### config.mk
export PLATFORM = sky130hd
export DESIGN_NAME = stream_32_output_floating_point32
export DESIGN_NICKNAME = d
export VERILOG_FILES = /design/src/rtl/stream_32_output_floating_point32_pkg.sv /design/src/rtl/stream_buffer_32x32.sv /design/src/rtl/stream_32_output_floating_point32.sv
export SDC_FILE = /design/constraint.sdc
export NUM_CORES = 1
export LEC_CHECK = 0
export CORE_MARGIN = 2
export CORE_UTILIZATION = 46
export CTS_BUF_LIST = sky130_fd_sc_hd__clkbuf_8
export DETAILED_ROUTE_END_ITERATION = 16
export SYNTH_ARGS = -nofsm -noshare
export SYNTH_HDL_FRONTEND = slang
export SYNTH_SLANG_ARGS = --single-unit
export TNS_END_PERCENT = 5
### constraint.sdc
create_clock -name clk -period 4.6 [get_ports clk]
set_input_delay 0.92 -clock clk [delete_from_list [all_inputs] [get_ports clk]]
set_output_delay 0.92 -clock clk [all_outputs]
set_load 0.005 [all_outputs]
### src/rtl/stream_32_output_floating_point32_pkg.sv
// rtl/stream_32_output_floating_point32_pkg.sv - shared sizes and FSM encoding for the FP32 burst streamer
package stream_32_output_floating_point32_pkg;

  localparam int DATA_WIDTH = 32;
  localparam int NUM_WORDS  = 32;
  localparam int ADDR_WIDTH = 5;

  typedef enum logic {
    IDLE   = 1'b0,
    STREAM = 1'b1
  } state_e;

endpackage

### src/rtl/stream_buffer_32x32.sv
// rtl/stream_buffer_32x32.sv - 1W/1R register file with write-first read bypass
module stream_buffer_32x32
  import stream_32_output_floating_point32_pkg::*;
#(
  parameter int DW = stream_32_output_floating_point32_pkg::DATA_WIDTH,
  parameter int NW = stream_32_output_floating_point32_pkg::NUM_WORDS,
  parameter int AW = stream_32_output_floating_point32_pkg::ADDR_WIDTH
) (
  input  logic          clk,
  input  logic          wr_en_i,
  input  logic [AW-1:0] wr_addr_i,
  input  logic [DW-1:0] wr_data_i,
  input  logic [AW-1:0] rd_addr_i,
  output logic [DW-1:0] rd_data_o
);

  // Contents are deliberately not reset.
  logic [DW-1:0] mem_q [NW];

  always_ff @(posedge clk) begin
    if (wr_en_i) begin
      mem_q[wr_addr_i] <= wr_data_i;
    end
  end

  // A write landing on the address being read is forwarded the same cycle.
  assign rd_data_o = (wr_en_i && (wr_addr_i == rd_addr_i)) ? wr_data_i : mem_q[rd_addr_i];

endmodule

### src/rtl/stream_32_output_floating_point32.sv
// rtl/stream_32_output_floating_point32.sv - streams a 32-word FP32 buffer as one gap-free burst; STREAM_LAST_EN adds o_last
module stream_32_output_floating_point32
  import stream_32_output_floating_point32_pkg::*;
#(
  parameter int DATA_WIDTH = stream_32_output_floating_point32_pkg::DATA_WIDTH,
  parameter int NUM_WORDS  = stream_32_output_floating_point32_pkg::NUM_WORDS,
  parameter int ADDR_WIDTH = $clog2(NUM_WORDS)
) (
  input  logic                  clk,
  input  logic                  rst_n,
  input  logic                  i_wr_en,
  input  logic [ADDR_WIDTH-1:0] i_wr_addr,
  input  logic [DATA_WIDTH-1:0] i_wr_data,
  input  logic                  i_start,
  output logic [DATA_WIDTH-1:0] o_data,
  output logic                  o_valid,
  output logic                  o_busy,
`ifdef STREAM_LAST_EN
  output logic                  o_done,
  output logic                  o_last
`else
  output logic                  o_done
`endif
);

  localparam logic [ADDR_WIDTH-1:0] LAST_ADDR = ADDR_WIDTH'(NUM_WORDS - 1);

  state_e                  state_q, state_d;
  logic [ADDR_WIDTH-1:0]   cnt_q, cnt_d;
  logic [DATA_WIDTH-1:0]   data_q, data_d;
  logic                    valid_q, valid_d;
  logic                    done_q, done_d;
  logic [ADDR_WIDTH-1:0]   rd_addr;
  logic [DATA_WIDTH-1:0]   rd_data;
  logic                    buf_wr_en;

  // Buffer is frozen while streaming so a burst always sees one consistent snapshot.
  assign buf_wr_en = i_wr_en && (state_q == IDLE);

  // The word being fetched is the one presented next cycle.
  assign rd_addr = (state_q == STREAM) ? cnt_q + 1'b1 : '0;

  stream_buffer_32x32 #(
    .DW (DATA_WIDTH),
    .NW (NUM_WORDS),
    .AW (ADDR_WIDTH)
  ) u_buffer (
    .clk       (clk),
    .wr_en_i   (buf_wr_en),
    .wr_addr_i (i_wr_addr),
    .wr_data_i (i_wr_data),
    .rd_addr_i (rd_addr),
    .rd_data_o (rd_data)
  );

  always_comb begin
    state_d = state_q;
    cnt_d   = cnt_q;
    data_d  = '0;
    valid_d = 1'b0;
    done_d  = 1'b0;
    case (state_q)
      IDLE: begin
        if (i_start) begin
          state_d = STREAM;
          cnt_d   = '0;
          data_d  = rd_data;
          valid_d = 1'b1;
        end
      end
      STREAM: begin
        cnt_d = cnt_q + 1'b1;
        if (cnt_q == LAST_ADDR) begin
          state_d = IDLE;
          done_d  = 1'b1;
        end else begin
          data_d  = rd_data;
          valid_d = 1'b1;
        end
      end
      default: state_d = IDLE;
    endcase
  end

  always_ff @(posedge clk or negedge rst_n) begin
    if (!rst_n) begin
      state_q <= IDLE;
      cnt_q   <= '0;
      data_q  <= '0;
      valid_q <= 1'b0;
      done_q  <= 1'b0;
    end else begin
      state_q <= state_d;
      cnt_q   <= cnt_d;
      data_q  <= data_d;
      valid_q <= valid_d;
      done_q  <= done_d;
    end
  end

  assign o_data  = data_q;
  assign o_valid = valid_q;
  assign o_busy  = (state_q == STREAM);
  assign o_done  = done_q;

`ifdef STREAM_LAST_EN
  logic last_q;

  always_ff @(posedge clk or negedge rst_n) begin
    if (!rst_n) begin
      last_q <= 1'b0;
    end else begin
      last_q <= valid_d && (cnt_d == LAST_ADDR);
    end
  end

  assign o_last = last_q;
`endif

endmodule

== Word-level counts from Yosys, hierarchy flattened ==
Memory sizes are Yosys's and may differ from the RTL's.
Index checks and enable logic that the tools add are counted.

* Add/sub/neg operators: 1
* Bitwise logic cells: 1
* Reduce and logical (&&, ||, !) cells: 2
* Equality and inequality tests: 3
* Muxes and demuxes: 14

{| class="wikitable"
|+ Operators with widths
! kind !! number
|-
| two-way mux 32 bit || 3
|-
| case mux 32 bit (2 select lines) || 1
|-
| two-way mux 5 bit || 2
|-
| case mux 5 bit (2 select lines) || 1
|-
| two-way mux 1 bit || 6
|-
| adder 5 x 1 -> 5 bit, second input constant || 1
|-
| == test 5 bit || 1
|-
| == test 5 bit, second input constant || 1
|-
| logical AND 1 bit || 2
|-
| != test 2 bit, second input constant || 1
|-
| case mux 1 bit (2 select lines) || 1
|-
| inverter 1 bit || 1
|}

* Output and inout bits: 35
* Input bits: 41
* Memories kept: 1
* Word-level logic and storage cells: 26
* Flip-flop bits (word level): 39
* RAM bits: 1024

{| class="wikitable"
|+ Memories
! memory !! depth !! bits a word !! read ports !! clocked after Yosys merged registers in !! wr ports !! RTL line !! RTL
|-
| u_buffer.mem_q || 32 || 32 || 1 || 0 || 1 || stream_buffer_32x32.sv:18 || <nowiki>logic [DW-1:0] mem_q [NW];</nowiki>
|}

== Longest topological paths before layout ==
* Depth after elaboration: 7
* Mapped depth: 11
* Mapped depth without buffers: 8

== By module ==
A second synthesis with hierarchy kept.

* Cell total of the unflattened synthesis: 2249
* Area, all modules: 41778.8 sq um

{| class="wikitable"
|+ By module, submodules not included
! module !! area each (sq um) !! cells each !! sequential area each (sq um) !! times used
|-
| stream_buffer_32x32 || 40356.2 || 2149 || 30749.5 || 1
|-
| stream_32_output_floating_point32 || 1422.6 || 100 || 975.9 || 1
|}

== Worst setup path after synthesis ==
No wires, ideal clock.

* Path kind: input port to flip-flop
* Start: in i_wr_addr[2]
* End: mem u_buffer.mem_q[4][0] (netlist bit) (enable)
* Stages: 3
* Path buffers: 1
* Setup slack: 1.177 ns
* Setup time: 0.421 ns
* Data required time: 4.179 ns
* Data arrival time: 3.002 ns
* Cells stage by stage: clkbuf_1 or3b_2 nor2_1

{| class="wikitable"
|+ RTL lines
! item !! RTL line !! RTL
|-
| start, declared || stream_32_output_floating_point32.sv:12 || <nowiki>input logic [ADDR_WIDTH-1:0] i_wr_addr,</nowiki>
|-
| end, declared || stream_buffer_32x32.sv:18 ||
|}

Straight into the memory's write port.

== Worst setup path after layout ==
* Start: reg cnt_q[0]
* End: reg data_q[23] (netlist: o_data[23])

* Word-level cells in the longest chain between the ends: 7
* Elaborated cells between the ends (all ways): 10
* Classes of those cells: add/sub: 1; eq/ne: 2; mux: 5; reduce/logical: 1; memory: 1

{| class="wikitable"
|+ Ends and longest elaborated chain
! item !! RTL line !! RTL
|-
| start, declared || stream_32_output_floating_point32.sv:29 || <nowiki>logic [ADDR_WIDTH-1:0] cnt_q, cnt_d;</nowiki>
|-
| start signal, assigned || stream_32_output_floating_point32.sv:94 || <nowiki>cnt_q <= cnt_d;</nowiki>
|-
| parallel branches: the longest is 6 deep, another holds memory (32 x 32 bit) || n/a ||
|-
| case mux 32 bit (2 select lines) * || stream_32_output_floating_point32.sv:62 || <nowiki>case (state_q)</nowiki>
|-
| via data_d[23] || stream_32_output_floating_point32.sv:30 || <nowiki>logic [DATA_WIDTH-1:0] data_q, data_d;</nowiki>
|-
| end signal, assigned || stream_32_output_floating_point32.sv:95 || <nowiki>data_q <= data_d;</nowiki>
|-
| end, declared || stream_32_output_floating_point32.sv:30 ||
|}

Mark *: on every way through the listed nets, which the timed path passes.
A chain may end at the register's enable or synchronous reset.

==> results.yml <==
run:
  max-cap-violations: 0
die:
  rows: 109
  pin_count: 76
  core_mm2: 0.0888
  die_h_um: 304
  initial_core_util_pct: 46.6
  die_w_um: 304
  die-area_mm2: 0.0924
timing:
  final-setup-viol-count: 0
  rsz0062_at_grt: "false"
  tightest_slew_ns: 1.40
  period_needed_ns: 3.79
  slew_headroom_pct: 6.40
  fin_skew_ns: 0.0316
  hold_viol: 0
  fmax_ghz: 0.264
  timing.final.max_slew_violations: 0
  fin_ws_ns: 0.812
  fin_crit_sh_pct: 82.3
  setup_tns_ns: 0
cts:
  cts-resized-gates: 0
  post-cts-setup-buffer-count: 0
  cts_hold_buf: 0
  insertion_delay_ns: 0.83
  cts-root-buf: "clkbuf_8"
  h-tree-depth: 4
  clk_pin_slew_ns: 0.07
  clock-sinks: 1063
  cts_made_buffers: 168
  cts_buffer_depth: 3
  cts_tree: "yes"
cells_and_area:
  areaGrowthSynthToFinish_pct: 14.4
  fin_area_mm2: 0.0473
  stdcell_count: 3956
  mostFrequentLayoutCell: "edfxtp_1"
  fillerInstances: 7062
  final_layout_size_suffix_gt1_share_pct: 18.1
  final_nets: 2692
  layout_common_cells: "edfxtp_1 (1024), clkbuf_8 (183), nand2_1 (136), a21oi_1 (123), o21ai_0 (119)"
synth:
  ys_async_sr_fraction_pct: 3.67
  synth_edf_count: 1024
  syn_avg_cell_area_um2: 16.8
  ys_types: 64
  synth_ff_type: "edfxtp_1"
  yosys.area_share.simple_pct: 3.73
  yosysWarnings: 0
  ys_ff_latch: 1063
  syn-num-nets: 2504
  synth_fa_ha_area_share_pct: 0.0605
  ys_seq_area_share_pct: 76.7
  synthesis.instances: 2461
  synth_top_family_by_area: "compound AO/OA/AOI/OAI gates"
  syn_area_mm2: 0.0414
  synth.area.top_cells: "edfxtp_1 (74%), mux2i_1 (2.6%), mux4_2 (2.6%)"
  synth_top_area_share_pct: 74.3
  synth.mux.area_fraction_pct: 7.38
  yosysTopAreaCell: "edfxtp_1"
  synth_xor_area_share_pct: 0.0635
  synth_compound_area_share_pct: 10.1
power:
  total_power_w: 0.0313
  p_leak_nw: 15.6
  ir_worst_vdd_uv: 1130
  powerDensity_mw_per_mm2: 662
setup_path:
  worstPathRequired_ns: 5.35
  critical_path_buf_inv_count: 1
  timing.rr.start: "cnt_q[0]"
  rr_worst_depth: 8
  r2r-end: "o_data[23]"
  crit_slowest_cell: "nor2_2"
  start_kind: "register"
  path_max_fanout: 25
  cp-end-kind: "register"
  worstSetupPathType: "register to register"
  crit_arrival_ns: 4.54
  cp_cell_sequence: "ha_4 > xor2_4 > nand2_4 > a221o_2 > clkinv_4 > nor2_2 > o2111ai_1 > o211ai_1"
  cpPeakStageDelay_ns: 0.96
  reg2reg_slack_ns: 0.81
  cp_top_family: "simple AND/OR/NAND/NOR gates"
global_route:
  track_usage_pct: 24.4
  grt_first_pass_wirelength_mm: 164
  antenna_found_initial: 3
  grt_pass1_vias: 24563
  grt_max_degree: 111
  grt-ovfl-total: 0
placed_design:
  place.gp.congestion: 0.843
  post_dp_cell_area_mm2: 0.0442
  numPortBuffers: 75
  place_hpwl_mm: 65.8
  dpl_worst_slack_ns: 0.513
  placedCellCount: 3644
detailed_routing:
  wire_per_inst_um: 28.7
  first_iter_violations: 2636
  drtPass1Iterations: 5
  antenna_left: 0
  via_per_inst: 6.09
  route.detailed.drc: 0
  routed_wl_mm: 114
  vias: 24110
hold_path:
  min_path_type: "input pin to async pin"
status:
  status: "completed"
==> sequential cells by signal, summed over array words and instances, names as in the netlist <==
signal          cells
o_valid             1
o_data             32
o_done              1
cnt_q               5
u_buffer.mem_q   1024
==> metrics by stage <==
step	hold slack, ns	utilization (%)
after floorplan	0.454	-
after global placement	0.472	49.8
after detailed placement	0.474	49.8
after CTS	0.149	53.3
after global routing	0.211	53.3
final	0.217	53.3
==> cell type report <==
class / count / area, um^2 / share of cell area, %
diodes: 2 / 5.00 / 0.0106
clock buffers: 183 / 2520 / 5.32
clock inverters: 127 / 608 / 1.29
inverters: 24 / 97.6 / 0.206
multi-input cells: 1205 / 9160 / 19.4
flip-flops and latches: 1063 / 31700 / 67.1
well taps: 1165 / 1460 / 3.08
repair buffers: 187 / 1740 / 3.67
==> worst max-delay path by stage <==
stage | startpoint | end | slack [ns] | cells past startpoint
2_1_floorplan | i_wr_addr[2] | u_buffer.mem_q[4][0] | 1.18 | 3
3_3_place_gp | i_wr_addr[0] | o_data[23] | 0.62 | 8
3_5_place_dp | i_wr_addr[1] | o_data[23] | 0.51 | 8
4_1_cts | cnt_q[0] | o_data[23] | 0.90 | 8
5_1_grt | cnt_q[0] | o_data[12] | 0.70 | 8
6_report | cnt_q[0] | o_data[23] | 0.81 | 8
==> logic make-up (layout without fill, tap and decap cells) <==
| group | count (synthesis) | after routing |
|---|---|---|
| adders and majority gates | 2 | 2 |
| muxes | 236 | 236 |
| buffers and inverters | 193 | 521 |
| DFF | 1063 | 1063 |
| xor gates and xnor gates | 3 | 3 |
| and+or+nand+nor | 345 | 345 |
| other | 0 | 2 |
| AOI/OAI and AO/OA | 619 | 619 |
==> routing by layer <==
layer | GRT usage (%) | up-vias | share of wire, %
li1 | - | 10349 | -
met1 | 31.4 | 12291 | 40
met2 | 39.2 | 1212 | 48
met3 | 5.99 | 256 | 8.5
met4 | 11.3 | 2 | 4.0
met5 | 0 | - | 0.011
==> report_power, final <==
group	internal, W	total [W]	leakage [nW]	switching (W)
clock network	0.00369	0.00735	1.88	0.00365
logic	0.00464	0.0129	4.03	0.00826
registers	0.0109	0.0111	9.66	0.000219
==> synth_stat cells (43+ instances only) <==
| master | n |
|---|---|
| a211oi_1 | 43 |
| a21oi_1 | 125 |
| buf_2 | 51 |
| clkbuf_1 | 97 |
| edfxtp_1 | 1024 |
| mux2_2 | 81 |
| mux2i_1 | 108 |
| mux4_2 | 47 |
| nand2_1 | 138 |
| nor2_1 | 89 |
| o21ai_0 | 120 |
| o22ai_1 | 100 |
==> worst reg2reg max path, delay by kind of cell (launching register included) <==
kind | cells | cell delay (ns)
simple gates | 2 | 1.29
compound gates | 3 | 1.06
flops | 1 | 0.53
buf+inv | 1 | 0.40
fa+ha+maj | 1 | 0.22
xor+xnor | 1 | 0.20
Power figures use the tool's default switching activity.
